===== config.mk =====
export PLATFORM = sky130hd
export DESIGN_NAME = id_ex_imm_ctrl
export DESIGN_NICKNAME = d
export VERILOG_FILES = /design/src/rtl/id_ex_imm_ctrl.sv
export SDC_FILE = /design/constraint.sdc
export NUM_CORES = 1
export LEC_CHECK = 0
export ABC_AREA = 1
export CAP_MARGIN = 20
export CORE_MARGIN = 4
export CORE_UTILIZATION = 43
export DETAILED_ROUTE_END_ITERATION = 10
export PLACE_DENSITY = 0.73
export SLEW_MARGIN = 20
export SYNTH_ARGS = -nofsm -noshare
export SYNTH_HDL_FRONTEND = slang
export SYNTH_SLANG_ARGS = --single-unit

===== constraint.sdc =====
create_clock -name clk -period 2.4 [get_ports clk]
set_input_delay 0.6 -clock clk [delete_from_list [all_inputs] [get_ports clk]]
set_output_delay 0.6 -clock clk [all_outputs]
set_load 0.02 [all_outputs]

===== src/rtl/id_ex_imm_ctrl.sv =====
// rtl/id_ex_imm_ctrl.sv - ID/EX pipeline register with immediate decode, load-use stall and flush
//
// Purpose: decodes the ID-stage instruction (opcode instr[31:26], immediate
// instr[15:0]) into an extended immediate plus control bits, and moves it into
// the ID/EX register under a valid/ready handshake. Load-use hazards and
// taken-branch flushes insert bubbles.
//
// Ports:
//   clk, rst          clock (rising edge), synchronous active-high reset
//   id_valid, instr   instruction offered by ID
//   id_ready          ID instruction consumed this cycle (combinational)
//   ex_ready          EX accepts the current ID/EX contents
//   flush             branch taken in EX; squash the ID instruction
//   ex_valid          ID/EX entry valid
//   ex_imme           extended immediate
//   ex_ext_mode       0=NONE 1=SIGN 2=ZERO 3=LUI (branches report SIGN)
//   ex_alu_src_imm    ALU B operand is ex_imme
//   ex_mem_read       load
//   ex_mem_write      store
//   ex_branch         beq/bne
//   ex_rs, ex_rt      register fields instr[25:21], instr[20:16]
//   ex_illegal        unsupported opcode
//   hazard_stall      load-use stall active (combinational)

module id_ex_imm_ctrl #(
  parameter int WIDTH_I = 32
) (
  input  logic               clk,
  input  logic               rst,
  input  logic               id_valid,
  input  logic [WIDTH_I-1:0] instr,
  output logic               id_ready,
  input  logic               ex_ready,
  input  logic               flush,
  output logic               ex_valid,
  output logic [WIDTH_I-1:0] ex_imme,
  output logic [1:0]         ex_ext_mode,
  output logic               ex_alu_src_imm,
  output logic               ex_mem_read,
  output logic               ex_mem_write,
  output logic               ex_branch,
  output logic [4:0]         ex_rs,
  output logic [4:0]         ex_rt,
  output logic               ex_illegal,
  output logic               hazard_stall
);

  localparam logic [1:0] MODE_NONE = 2'd0;
  localparam logic [1:0] MODE_SIGN = 2'd1;
  localparam logic [1:0] MODE_ZERO = 2'd2;
  localparam logic [1:0] MODE_LUI  = 2'd3;

  logic [5:0]         op;
  logic [15:0]        imm;
  logic [4:0]         id_rs;
  logic [4:0]         id_rt;

  assign op    = instr[31:26];
  assign imm   = instr[15:0];
  assign id_rs = instr[25:21];
  assign id_rt = instr[20:16];

  logic [WIDTH_I-1:0] d_imme;
  logic [1:0]         d_mode;
  logic               d_alu_src_imm;
  logic               d_mem_read;
  logic               d_mem_write;
  logic               d_branch;
  logic               d_illegal;
  logic               d_uses_rt;

  always_comb begin
    d_imme        = '0;
    d_mode        = MODE_NONE;
    d_alu_src_imm = 1'b0;
    d_mem_read    = 1'b0;
    d_mem_write   = 1'b0;
    d_branch      = 1'b0;
    d_illegal     = 1'b0;
    d_uses_rt     = 1'b0;
    case (op)
      6'h08, 6'h09, 6'h0A, 6'h0B, 6'h23, 6'h2B: begin
        d_imme        = {{(WIDTH_I-16){imm[15]}}, imm};
        d_mode        = MODE_SIGN;
        d_alu_src_imm = 1'b1;
        d_mem_read    = (op == 6'h23);
        d_mem_write   = (op == 6'h2B);
        // a store reads rt as its data source
        d_uses_rt     = (op == 6'h2B);
      end
      6'h0C, 6'h0D, 6'h0E: begin
        d_imme        = {{(WIDTH_I-16){1'b0}}, imm};
        d_mode        = MODE_ZERO;
        d_alu_src_imm = 1'b1;
      end
      6'h0F: begin
        d_imme        = {imm, {(WIDTH_I-16){1'b0}}};
        d_mode        = MODE_LUI;
        d_alu_src_imm = 1'b1;
      end
      6'h04, 6'h05: begin
        // word offset: sign-extend then shift left by 2
        d_imme    = {{(WIDTH_I-18){imm[15]}}, imm, 2'b00};
        d_mode    = MODE_SIGN;
        d_branch  = 1'b1;
        d_uses_rt = 1'b1;
      end
      6'h00: begin
        d_uses_rt = 1'b1;
      end
      default: begin
        d_illegal = 1'b1;
      end
    endcase
  end

  logic adv;
  logic rs_match;
  logic rt_match;

  // the register can take new contents whenever EX drains it or it is empty
  assign adv      = ex_ready | ~ex_valid;
  assign rs_match = (id_rs == ex_rt);
  assign rt_match = d_uses_rt & (id_rt == ex_rt);

  assign hazard_stall = id_valid & ex_valid & ex_mem_read & (ex_rt != 5'd0) &
                        (rs_match | rt_match);
  assign id_ready     = adv & ~hazard_stall & ~flush;

  always_ff @(posedge clk) begin
    if (rst) begin
      ex_valid       <= 1'b0;
      ex_imme        <= '0;
      ex_ext_mode    <= MODE_NONE;
      ex_alu_src_imm <= 1'b0;
      ex_mem_read    <= 1'b0;
      ex_mem_write   <= 1'b0;
      ex_branch      <= 1'b0;
      ex_rs          <= 5'd0;
      ex_rt          <= 5'd0;
      ex_illegal     <= 1'b0;
    end else if (adv) begin
      if (id_valid && !flush && !hazard_stall) begin
        ex_valid       <= 1'b1;
        ex_imme        <= d_imme;
        ex_ext_mode    <= d_mode;
        ex_alu_src_imm <= d_alu_src_imm;
        ex_mem_read    <= d_mem_read;
        ex_mem_write   <= d_mem_write;
        ex_branch      <= d_branch;
        ex_rs          <= id_rs;
        ex_rt          <= id_rt;
        ex_illegal     <= d_illegal;
      end else begin
        // bubble: payload is kept, but side-effecting controls must not
        // look active while the entry is invalid
        ex_valid     <= 1'b0;
        ex_mem_read  <= 1'b0;
        ex_mem_write <= 1'b0;
        ex_branch    <= 1'b0;
      end
    end
  end

endmodule


== After elaboration in Yosys (flattened, before gate mapping) ==
Index checks and enable logic that the tools add are counted.
W data, S select, Z words.

* Bits in registers: 50
* Input bits: 37
* Output and inout bits: 52
* Logic and storage cells: 62

* Equality and inequality tests: 14
* Muxes and demuxes: 12
* Bitwise gates (word level): 12
* Reductions and logical operators: 14

{| class="wikitable"
|+ Operator list
! cell !! number
|-
| $pmux W32 S4 || 1
|-
| $eq A6 B4 Y1 const B || 8
|-
| $reduce_or A13 Y1 || 1
|-
| $eq A6 B3 Y1 const B || 2
|-
| $eq A6 B6 Y1 const B || 2
|-
| $eq A5 B5 Y1 || 2
|-
| $reduce_or A10 Y1 || 1
|-
| $mux W1 || 9
|-
| $reduce_or A8 Y1 || 1
|-
| $and A1 B1 Y1 || 7
|-
| $logic_not A6 Y1 || 1
|-
| $pmux W2 S3 || 1
|-
| $reduce_or A3 Y1 || 2
|-
| $reduce_or A6 Y1 || 1
|-
| $reduce_bool A5 Y1 || 1
|-
| $not A1 Y1 || 3
|-
| $logic_and A1 B1 Y1 || 2
|-
| $logic_not A1 Y1 || 2
|-
| $or A1 B1 Y1 || 2
|-
| $pmux W1 S2 || 1
|-
| $reduce_and A2 Y1 || 1
|-
| $reduce_or A2 Y1 || 1
|}

== Depth between registers and ports, before layout ==
* Depth after elaboration: 9
* Mapped depth: 13
* Gate-level depth less buffers: 12

== Worst setup path after synthesis ==
OpenSTA, ideal clock, no wires.

* Kind: input -> output
* Start point: input port instr[27]
* End point: output port id_ready
* Arrival: 1.896 ns
* Data required time: 1.800 ns
* Setup slack: -0.096 ns
* Stages on the path: 10
* Path buffers: 1
* Cells stage by stage: nand2_1 > inv_2 > nand3_1 > nand2_1 > nand3_1 > nand2_1 > nand2_2 > buf_2 > inv_1 > nor3_1

* Word-level cells in the longest chain between the ends: 9

{| class="wikitable"
|+ Ends and longest elaborated chain
! item !! line !! RTL
|-
| start, declared || 31 || <nowiki>input logic [WIDTH_I-1:0] instr,</nowiki>
|-
| $eq A6 B6 Y1 (tied with other cells) || 81 || <nowiki>case (op)</nowiki>
|-
| $reduce_or A6 Y1 or $reduce_or A3 Y1 (tied branches) || n/a ||
|-
| $pmux W1 S2 (*) || 81 ||
|-
| $and A1 B1 Y1 (*) || 124 || <nowiki>assign rt_match = d_uses_rt & (id_rt == ex_rt);</nowiki>
|-
| $or A1 B1 Y1 (*) || 127 || <nowiki>(rs_match | rt_match);</nowiki>
|-
| $and A1 B1 Y1 (*) || 126 || <nowiki>assign hazard_stall = id_valid & ex_valid & ex_mem_read & (ex_rt != 5'd0) &</nowiki>
|-
| via hazard_stall || 45 || <nowiki>output logic hazard_stall</nowiki>
|-
| $not A1 Y1 (*) || 128 || <nowiki>assign id_ready = adv & ~hazard_stall & ~flush;</nowiki>
|-
| $and A1 B1 Y1 (*) (2 in a row) || 128 ||
|-
| end, declared || 32 || <nowiki>output logic id_ready,</nowiki>
|}

Mark *: on every way through the listed nets, which the timed path passes. The rest lies on a longest branch.

== Final worst setup path ==
* Start point: input port instr[22]
* End point: output port id_ready

* Word-level cells in the longest chain between the ends: 6

{| class="wikitable"
|+ Ends and longest elaborated chain
! item !! line !! RTL
|-
| $eq A5 B5 Y1 || 123 || <nowiki>assign rs_match = (id_rs == ex_rt);</nowiki>
|-
| $or A1 B1 Y1 || 127 ||
|-
| $and A1 B1 Y1 || 126 ||
|-
| $not A1 Y1 || 128 ||
|-
| $and A1 B1 Y1 (2 in a row) || 128 ||
|}

Every way passes these cells.

==> summary.txt <==
Finish
  – Most common cell after layout, fill and taps aside: nand2_1
  – Post-route cell area: 4140 sq um
  – Nets: 620
  – Most frequent cells in the layout: 123 x nand2_1, 92 x inv_1, 88 x nor2_1
  – P&R area growth vs syn: 44.4%
  – Diode count: 0
  – Layout cells sized above 1: ~12%

Drt
  – DR vias: just over 3k
  – Routed WL per cell: ~12 um
  – Routed wire length: 8130 um
  – Remaining DRCs: 0
  – Starting DRT DRC Count: just over 200
  – DRT antenna net count: 0
  – Initial DRT Pass Iterations: 4
  – DR vias/cell: 4.72

Worst hold path
  – Hold Crit Class: reg -> reg
  – Hold path cells: 2
  – Hold-critical path endpoint: ex_branch$_SDFFE_PP0P_
  – Worst hold start: ex_branch$_SDFFE_PP0P_

Flow run
  – Max Cap Violations: 0

Worst setup path
  – Slowest CP cell: or2_0
  – CP Max Fanout: 3
  – WP data required: around 1800 ps
  – Crit end category: output port
  – CP max stage delay: approximately 230 ps
  – Critical Path Start Type: input port
  – Critical Path Most Common Cell: nand2_2
  – Buf+Inv Stages, Crit Path: 3
  – Critical path cell sequence: clkdlybuf4s15_1 -> or2_0 -> a21oi_1 -> nand3_1 -> nand2_2 -> nand2_2 -> inv_2 -> nor3_2 -> buf_4
  – Arrival @ worst endpoint: roughly 1700 ps
  – Reg2reg end: ex_imme[19]$_SDFFE_PP0P_
  – R2r startpoint: ex_rt[2]$_SDFFE_PP0P_
  – CP Class: in -> out
  – FF-to-FF path depth: 11
  – CP top delay family: simple AND/OR/NAND/NOR gates
  – R2R Setup Slk: about 510 ps

Timing
  – Final-report hold violation count: 0
  – F_max: between 0.4 and 0.5 GHz
  – Tcrit/Tclk final: 97.1%
  – Skew final: between 7 and 8 ps
  – Unrepaired setup endpoints after global routing: false
  – Min Tclk post-route: 2330 ps
  – Worst rel slew slack: about 68%
  – Tightest Pin Transition: approximately 480 ps
  – Fin Setup TNS: 0 ps
  – Finish-stage setup viols: 0
  – Slew Limit Fails: 0
  – Final Worst Setup Slack: approximately 70 ps

Floorplanning
  – Die area: roughly 8000 sq um
  – Core outline area: around 6400 sq um
  – Starting Density: 44.6%
  – Die width: 89.6 um
  – # IOs: between 80 and 90
  – Site Rows: 29
  – Die height: between 80 and 90 um

Pwr
  – Combinational Power Share: roughly a quarter
  – PwrDens: 493 nW/um^2
  – P_sw: around 600 uW
  – Cell Int Power: about 1400 uW
  – Part of the power in registers: roughly 45%
  – Clock share of power: around 28%
  – Leak: about 0.0021 uW
  – Sw Ratio: 29.1%
  – VDD IR max: 252 uV

GRT
  – Number of global-route vias before repair: approximately 2.9k
  – Routing usage on met1: 26.2%
  – Initial antenna violation count: 0
  – Largest net degree at the start of global routing: 26
  – Congestion Overflow GR: 0
  – Total GRT Usage: roughly a fifth
  – M2 GR Usage: approximately a third
  – Global-route wire length before repair: around 13000 um
  – GRT met3 Usage: about 5.5%
  – GR peak layer: met2

Clock tree
  – Clock insertion delay at the later pin of the skew report: roughly 300 ps
  – # clock sinks: 50
  – CTS tree: yes
  – Clock Tree Root: clkbuf_8
  – H-tree depth: 2
  – Worst-path clk slew: 80 ps
  – CTS Buf Count: 5
  – CTS Buffer Depth: 2
  – Post-CTS Hold Buffers: 0

Synthesis
  – Netlist cell types: 25
  – Yosys warning count: 0
  – Syn Area/Cell: 6.05 sq um
  – Post-synthesis sequential area ratio: 34.9%
  – Register bit total from synthesis: 50
  – Post-Syn Instances: 474
  – Mapped Nets: ~500
  – Synthesized area: between 2000 and 3000 sq um

Place
  – Post-DP Area: 3930 sq um
  – PortBufs: about 90
  – Placer Congestion: between 0.9 and 1
  – Post-DP HPWL: slightly below 6000 um
  – Place WS: -753 ps

Run status
  – Result of the run: complete, no violations
==> synth_stat cells (all sizes together) <==
cell type	instances	area, sq um
dfxtp	50	1000
nor2	93	357
nand2	128	483
o21ai	16	83.8
clkbuf	7	26.3
a22o	1	8.76
clkinv	1	3.75
or2	1	6.26
nor3	7	35.0
inv	98	368
nand4	24	150
nand3	9	57.6
buf	15	118
xor2	5	43.8
xnor2	2	17.5
a21oi	8	40.0
a22oi	9	67.6
==> power groups by stage <==
stage / Sequential (uW) / Combinational, uW / Clock [uW]
2_1_floorplan: 994 / 227 / 0
3_3_place_gp: 932 / 529 / 0
3_5_place_dp: 934 / 536 / 0
4_1_cts: 915 / 537 / 599
5_1_grt: 923 / 602 / 628
6_report: 915 / 544 / 581
==> kinds of logic (layout without fill, tap and decap cells) <==
family	after synthesis	count (layout)	synth area share (%)
AOI/OAI and AO/OA	34	34	6.98
DFF	50	50	34.9
xor gates and xnor gates	7	7	2.14
buffers and inverters	121	231	18.0
and+or+nand+nor	262	262	38.0
==> worst max-delay path by stage <==
| stage | startpoint | endpoint | slack, ps | cells after the start |
|---|---|---|---|---|
| after global placement | instr[29] | hazard_stall | -690 | 10 |
| final | instr[22] | id_ready | 70 | 9 |
| after floorplan | instr[27] | id_ready | 80 | 10 |
| after CTS | instr[28] | id_ready | 0.5 | 11 |
| after detailed placement | instr[29] | hazard_stall | -750 | 10 |
| after global routing | instr[22] | id_ready | 9 | 9 |
==> metrics by stage <==
step / cells / hold WS [ps] / utilization [%] / total power, uW
after floorplan: 474 / 535 / - / 1220
after global placement: 639 / 456 / 61.2 / 1460
after detailed placement: 639 / 464 / 61.2 / 1470
after CTS: 658 / 477 / 64.2 / 2050
after global routing: 661 / 504 / 64.5 / 2150
final: 661 / 474 / 64.5 / 2040
==> worst reg2reg max path: cells and delay by family, from the launching register on <==
family | cells | cell delay, ps
xor gates and xnor gates | 1 | 180
and+or+nand+nor | 7 | 660
buffers and inverters | 3 | 520
DFF | 1 | 470
==> sequential cells by signal, summed over array words and instances, names as in the netlist <==
signal / count
ex_rt: 5
ex_mem_read: 1
ex_imme: 32
ex_rs: 5
ex_illegal: 1
ex_ext_mode: 2
ex_valid: 1
ex_alu_src_imm: 1
ex_branch: 1
ex_mem_write: 1
==> final cells by class <==
type | count | area, sq um
fillers | 595 | 2280
multi-input cells | 303 | 1400
repair buffers | 124 | 1160
flip-flops and latches | 50 | 1000
inverters | 99 | 372
well taps | 77 | 96.3
clock buffers | 7 | 76.3
clock inverters | 1 | 30.0
==> repair_timing <==
action,4_1_cts,5_1_grt
endpoints found under the setup margin,2,3
pin swaps,9,10
resized for setup,36,18
cloned,0,0
buffers inserted,11,3
==> layer usage <==
layer  vias up  wire, um  share of wire [%]
met5         -         0                  0
met4         0       176                2.2
met3        15       556                6.8
met2       101      3800                 47
met1      1366      3600                 44
li1       1637         -                  -
No activity file was read; power rests on OpenSTA's default activity.
